==> config.mk <==
export PLATFORM = sky130hd
export DESIGN_NAME = nn_layer_13x16_relu
export DESIGN_NICKNAME = d
export VERILOG_FILES = /design/src/rtl/nn_layer_13x16_relu.sv
export SDC_FILE = /design/constraint.sdc
export NUM_CORES = 1
export LEC_CHECK = 0
export CORE_MARGIN = 2
export CORE_UTILIZATION = 57
export DETAILED_ROUTE_END_ITERATION = 8
export PLACE_DENSITY_LB_ADDON = 0.2
export SETUP_SLACK_MARGIN = 0.3
export SLEW_MARGIN = 20
export SYNTH_ARGS = -nofsm -noshare
export SYNTH_HDL_FRONTEND = slang
export SYNTH_SLANG_ARGS = --single-unit
==> constraint.sdc <==
create_clock -name clk -period 11.2 [get_ports clk]
set_clock_uncertainty 0.15 [all_clocks]
set_input_delay 1.68 -clock clk [delete_from_list [all_inputs] [get_ports clk]]
set_output_delay 1.68 -clock clk [all_outputs]
set_load 0.02 [all_outputs]
==> src/rtl/nn_layer_13x16_relu.sv <==
// nn_layer_13x16_relu: 13x16 fully connected layer with ReLU.
// Takes 16 input words, then runs one multiply-accumulate per cycle against
// a fixed weight ROM. Emits 13 ReLU'd results, one per output handshake.
module nn_layer_13x16_relu (
  input  logic        clk,
  input  logic        reset,
  input  logic        s_valid,
  input  logic        m_ready,
  input  logic [31:0] data_in,
  output logic        m_valid,
  output logic        s_ready,
  output logic [31:0] data_out
);

  typedef enum logic [1:0] {
    LOAD    = 2'd0,
    COMPUTE = 2'd1,
    OUTPUT  = 2'd2
  } state_t;

  state_t      r_state;
  state_t      w_state_next;
  logic [3:0]  r_cnt;
  logic [3:0]  r_m;
  logic [3:0]  r_n;
  logic [31:0] r_acc;
  logic [31:0] r_x [16];
  logic        r_m_valid;
  logic        r_s_ready;
  logic [31:0] r_data_out;

  logic        w_accept;
  logic        w_out_hs;
  logic        w_last_word;
  logic        w_last_col;
  logic        w_last_row;
  logic [31:0] w_weight;
  logic [31:0] w_prod;
  logic [31:0] w_sum;
  logic [31:0] w_relu;

  assign w_accept    = r_s_ready & s_valid & (r_state == LOAD);
  assign w_out_hs    = r_m_valid & m_ready & (r_state == OUTPUT);
  assign w_last_word = (r_cnt == 4'd15);
  assign w_last_col  = (r_n == 4'd15);
  assign w_last_row  = (r_m == 4'd12);

  // {m, n} concatenated is exactly 16*m + n, so the ROM is a subtraction.
  assign w_weight = {24'd0, r_m, r_n} - 32'd100;
  // Low 32 bits of the product are the same for signed and unsigned operands.
  assign w_prod   = w_weight * r_x[r_n];
  assign w_sum    = r_acc + w_prod;
  assign w_relu   = w_sum[31] ? 32'd0 : w_sum;

  assign m_valid  = r_m_valid;
  assign s_ready  = r_s_ready;
  assign data_out = r_data_out;

  // State register.
  always_ff @(posedge clk or negedge reset) begin
    if (!reset) begin
      r_state <= LOAD;
    end else begin
      r_state <= w_state_next;
    end
  end

  // Next-state logic.
  always_comb begin
    w_state_next = r_state;
    case (r_state)
      LOAD: begin
        if (w_accept && w_last_word) begin
          w_state_next = COMPUTE;
        end
      end
      COMPUTE: begin
        if (w_last_col) begin
          w_state_next = OUTPUT;
        end
      end
      OUTPUT: begin
        if (w_out_hs) begin
          w_state_next = w_last_row ? LOAD : COMPUTE;
        end
      end
      default: w_state_next = LOAD;
    endcase
  end

  // Counters, accumulator, handshake flags and the output register.
  always_ff @(posedge clk or negedge reset) begin
    if (!reset) begin
      r_cnt      <= 4'd0;
      r_m        <= 4'd0;
      r_n        <= 4'd0;
      r_acc      <= 32'd0;
      r_m_valid  <= 1'b0;
      r_s_ready  <= 1'b0;
      r_data_out <= 32'd0;
    end else begin
      case (r_state)
        LOAD: begin
          // Ready comes up one edge after reset and stays up until word 15.
          r_s_ready <= 1'b1;
          if (w_accept) begin
            r_cnt <= r_cnt + 4'd1;
            if (w_last_word) begin
              r_s_ready <= 1'b0;
              r_m       <= 4'd0;
              r_n       <= 4'd0;
              r_acc     <= 32'd0;
            end
          end
        end
        COMPUTE: begin
          r_acc <= w_sum;
          r_n   <= r_n + 4'd1;
          if (w_last_col) begin
            r_data_out <= w_relu;
            r_m_valid  <= 1'b1;
          end
        end
        OUTPUT: begin
          if (w_out_hs) begin
            r_m_valid <= 1'b0;
            if (w_last_row) begin
              r_s_ready <= 1'b1;
              r_cnt     <= 4'd0;
              r_m       <= 4'd0;
            end else begin
              r_m   <= r_m + 4'd1;
              r_acc <= 32'd0;
              r_n   <= 4'd0;
            end
          end
        end
        default: begin
          r_s_ready <= 1'b0;
          r_m_valid <= 1'b0;
        end
      endcase
    end
  end

  // Input buffer: no reset needed, every word is rewritten before it is used.
  always_ff @(posedge clk) begin
    if (w_accept) begin
      r_x[r_cnt] <= data_in;
    end
  end

endmodule

# Word-level counts from Yosys, hierarchy flattened
# Memory sizes are Yosys's and may differ from the RTL's.
# Index checks and enable logic that the tools add are counted.
[totals]
register_bits = 80
ram_bits = 512
out_inout_bits = 34
elab_cells = 77
mem_count = 1
[memory_table]
columns = ["name", "depth", "width", "rd", "rd_ports_with_merged_regs", "write_ports", "line_no", "rtl"]
rows = [
  ["r_x", 16, 32, 1, 0, 1, "27", "logic [31:0] r_x [16];"],
]
[op_classes]
add_sub_neg = 5
n_mul = 1
n_eq_ne = 12
n_mux = 33
bitwise_logic = 6
reduce_logical = 11
[op_table]
columns = ["cell", "n"]
rows = [
  ["2-to-1 mux 32 bit", 4],
  ["one-hot mux 32 bit (3 select lines)", 1],
  ["2-to-1 mux 4 bit", 9],
  ["adder 32 bit", 1],
  ["multiplier 9 x 32 -> 32 bit", 1],
  ["2-to-1 mux 31 bit", 1],
  ["one-hot mux 4 bit (2 select lines)", 2],
  ["adder 4 x 1 -> 4 bit, second input constant", 3],
  ["== test 4 bit, second input constant", 3],
  ["!= test 2 bit, second input constant", 6],
  ["one-hot mux 4 bit (3 select lines)", 1],
  ["2-to-1 mux 1 bit", 9],
  ["AND reduction 3 bit", 3],
  ["subtractor 8 x 7 -> 9 bit, second input constant", 1],
  ["AND reduction 4 bit", 2],
  ["2-to-1 mux 2 bit", 3],
  ["one-hot mux 1 bit (3 select lines)", 2],
  ["one-hot mux 2 bit (3 select lines)", 1],
  ["AND reduction 5 bit", 1],
  ["AND 1 bit", 4],
  ["nonzero test 3 bit", 1],
  ["== test 2 x 1 -> 1 bit, second input constant", 1],
  ["== test 2 bit, second input constant", 1],
  ["logical NOT 2 bit", 1],
  ["other kinds (5)", 6],
]

# Depth between registers and ports, before layout
[logic_depth]
ltp_word = 5
mapped_depth = 34

# Worst setup path before layout
# Ideal clock, no wire load.
[synth_path]
path_type = "register to register"
start = "reg r_n[2]"
end = "reg r_data_out[20] (netlist: data_out[20])"
setup_time_ns = 0.120
arrival_time_ns = 8.199
required_ns = 10.930
path_slack_ns = 2.730
path_stages_with_launch = 34
path_buffers = 9
period_less_slack_ns = 8.470
cell_sequence = "dfrtp_1 > clkbuf_1 > inv_2 > buf_2 > buf_1 > clkbuf_1 > buf_1 > clkbuf_1 > ha_1 > nor2b_1 > o21ai_0 > nor2b_1 > clkinv_1 > clkbuf_1 > nor2_1 > fa_1 > fa_1 > fa_1 > fa_1 > inv_1 > fa_1 > inv_1 > ha_1 > clkbuf_1 > nand2_1 > o21ai_1 > a41oi_1 > o21ai_1 > a31o_2 > nand2_1 > o31ai_4 > xor2_4 > buf_6 > a41o_1"
[synth_via]
elab_chain_len = 4
elab_cells_between_ends = 7
classes_between = "2 x add/sub; 1 x mul; 1 x eq/ne; 1 x mux; 1 x reduce/logical; 1 x memory"
[synth_lines]
columns = ["element", "line_no", "rtl"]
rows = [
  ["start, declared", "25", "logic [3:0] r_n;"],
  ["start signal, assigned", "118", "r_n <= r_n + 4'd1;"],
  ["subtractor 8 x 7 -> 9 bit / memory read (16 x 32 bit) (equally long branches)", "--", ""],
  ["multiplier 9 x 32 -> 32 bit", "51", "assign w_prod = w_weight * r_x[r_n];"],
  ["adder 32 bit", "52", "assign w_sum = r_acc + w_prod;"],
  ["2-to-1 mux 31 bit", "53", "assign w_relu = w_sum[31] ? 32'd0 : w_sum;"],
  ["end signal, assigned", "120", "r_data_out <= w_relu;"],
  ["end, declared", "30", "logic [31:0] r_data_out;"],
]
# Parallel ways exist; a longest one is shown, timed or not.
# A chain may end at the register's enable or synchronous reset.

# Worst setup path in the final report
[layout_path]
start = "reg r_n[3]"
end = "reg r_data_out[1] (netlist: data_out[1])"
# Same word-level chain as after synthesis.

==> out/results.tsv <==
stage	metric	value	unit
layout	final net count	2530	
floorplan	Die W	238.9	um
synth	EDFF count, synth	511	
sta	RSZ-0062 raised after global routing	no	
synth	asr flop ratio synth	0.1339	
placed_design	IO buf count	68	
synth	syn_area_per_cell	14.78	sq um
setup_path	R2R Setup Slk	2.47	ns
placed_design	DP HPWL	43.13	mm
drt	mean number of vias per cell	5.867	
global_routing	GRT Total Usage	0.2546	
global_routing	initial antenna violation count	2	
synth	Synth Instances	2128	
drt	DR vias	17349	
clock_tree	post_cts resized	0	
setup_path	worst path bufs/invs	6	
synth	Yosys top cell by area	edfxtp_1	
setup_path	cell mode on critical path	fa_1	
global_routing	Overflow after GRT	0	
sta	Setup TNS	0	ns
synth	Yosys cell types	62	
synth	Synth top area share	0.4880	
floorplan	I/O pins	70	
setup_path	startpoint types	flip-flop	
layout	layout cell share with drive strength beyond 1	0.1337	
synth	ranking of synthesized cells by area	edfxtp_1 (49%), fa_1 (13%), mux4_2 (9.4%), dfrtp_1 (6.3%), ha_1 (3.4%)	
clock_tree	worst skew pair latency	0.65	ns
sta	setup violators final	0	
sta	worst hold slack	0.3251	ns
setup_path	CP top delay family	adder cells	
global_routing	wire length of the first global-routing pass	108.3	mm
layout	Area Overhead vs Synth	11.38	%
synth	Yosys Warn Count	0	
synth	register area share after synthesis	0.5509	
floorplan	die height	238.9	um
run_status	outcome	completed	
clock_tree	setup bufs post-CTS	0	
setup_path	critical path arrival	9.02	ns
clock_tree	CTS Buffer Depth	3	
placed_design	Setup Slack @ Placement	2.420	ns
drt	initial DRC count	1516	
drt	length of routed wiring on met1	29.23	mm
setup_path	Largest stage delay, worst path	0.91	ns
floorplan	Site Rows	86	
sta	fin. max-slew vios	0	
sta	post-route clock period utilization	0.7796	
layout	area of the multi-input gates	12790	sq um
synth	flop and latch count out of synthesis	590	
synth	Post-Syn Area	31440	sq um
clock_tree	CTS Hold Buffers Added	0	
sta	f_max	0.1145	GHz
clock_tree	Inserted Clock Buffers	59	
setup_path	critical path type	flip-flop to flip-flop	
drt	max layer used	met4	
floorplan	Die ar.	57050	sq um
sta	Worst slew margin	0.2412	
sta	Final min period	8.732	ns
sta	final worst slack	2.468	ns
setup_path	CP Data Required Time	11.49	ns
synth	top-count cell post-synth	edfxtp_1	
synth	synth cell count leaders	edfxtp_1 (511), inv_1 (271), nand2_1 (210)	
drt	DRC Markers	0	
clock_tree	CTS Root Cell	clkbuf_16	
floorplan	Initial Util	0.5741	
setup_path	CP Max Fanout	34	
drt	post-route ant nets	0	
placed_design	DP Area	33010	sq um
drt	drt first pass iters	6	
setup_path	crit end category	flip-flop	
synth	Synth Flop Type	edfxtp_1	
global_routing	number of global-route vias before repair	18367	
layout	fillers	3994	
layout	register area	17330	sq um
setup_path	critical path's slowest cell	xnor2_2	
clock_tree	CTS tree	done	
sta	Hold Violations, Final	0	
drt	wire length on met2	35.65	mm
synth	Syn Nets	2456	
placed_design	gp weighted congestion	0.8420	
drt	routed wire length	69.86	mm
clock_tree	htree depth	2	
min_path	Tightest Hold Check Type	flip-flop to flip-flop	
drt	met3 routed WL	3.326	mm
drt	WL/cell	23.62	um
floorplan	Core Region	54770	sq um
global_routing	largest net degree at the start of global routing	80	
clock_tree	# clock sinks	590	
sta	worst-margin pin slew	1.133	ns
clock_tree	Worst-path clk slew	0.06	ns
layout	Final Cell Area	35020	sq um
flow_run	# Max-Cap Violations	0	
[path summary, 6_finish.rpt]
kind / startpoint / to / cells after the start
worst max-delay path: r_n[3] / data_out[1] / 26
worst min-delay path: data_out[10] / data_out[10] / 2
worst max register to register: r_n[3] / data_out[1] / 26
worst min register to register: data_out[10] / data_out[10] / 2
max in group asynchronous: reset / r_n[1] / 1
min in group asynchronous: reset / r_acc[30] / 1
[state kept, by name (all words and copies together) (netlist names)]
signal,flops
data_out,31
m_valid,1
r_acc,32
r_cnt,4
r_m,4
r_n,4
r_state,2
r_x,511
s_ready,1
[layout by cell type, fill, tap and decap left out, drive strengths merged, types with 34 or more instances in the layout]
cell,n
and2,67
ha,85
clkdlybuf4s50,67
o21ai,44
mux4,140
nand2,210
edfxtp,511
dfrtp,79
inv,275
a21oi,34
xnor2,37
nor2,109
fa,207
clkbuf,72
buf,38
[metal layers]
layer  global-route usage  vias up
li1                     -     7652
met1               0.3444     9117
met2               0.4419      471
met3              0.03072      109
met4              0.06818        0
met5                    0        -
[layout make-up]
| class | instances | share of cell area |
|---|---|---|
| Antenna cell | 2 | 0.0001429 |
| Clock buffer | 72 | 0.04355 |
| Clock inverter | 38 | 0.01276 |
| Inverter | 273 | 0.02930 |
| Multi-Input combinational cell | 1173 | 0.3652 |
| Sequential cell | 590 | 0.4949 |
| Tap cell | 704 | 0.02515 |
| Timing Repair Buffer | 105 | 0.02905 |
[metrics by stage]
step | instances | util
floorplan | 2128 | -
global placement | 2844 | 0.6027
detailed placement | 2844 | 0.6027
CTS | 2954 | 0.6387
global route | 2956 | 0.6393
finish | 2957 | 0.6394
[worst reg2reg max path: cells and delay by family, from the launching register on]
kind            cells  cell delay, ns
fa+ha+maj           7            3.05
xor+xnor            1            0.91
flops               1            0.36
compound gates      8            1.44
simple gates        4            1.06
buf+inv             6            1.61
[cells by family (layout without fill, tap and decap cells)]
logic type,Yosys count,count (layout),share of synthesized area
AND/OR/NAND/NOR,480,480,0.06928
XOR/XNOR,54,54,0.01636
other,1,3,0.0001193
AO/OA/AOI/OAI,182,182,0.04238
adder cells (fa/ha/maj),292,292,0.1656
buffers and inverters,365,488,0.04624
multiplexers,164,164,0.1091
flip-flops,590,590,0.5509
Power is left out: the tool's default activity adds up to more than one toggle a clock period on the data nets, which glitch-free logic cannot reach.
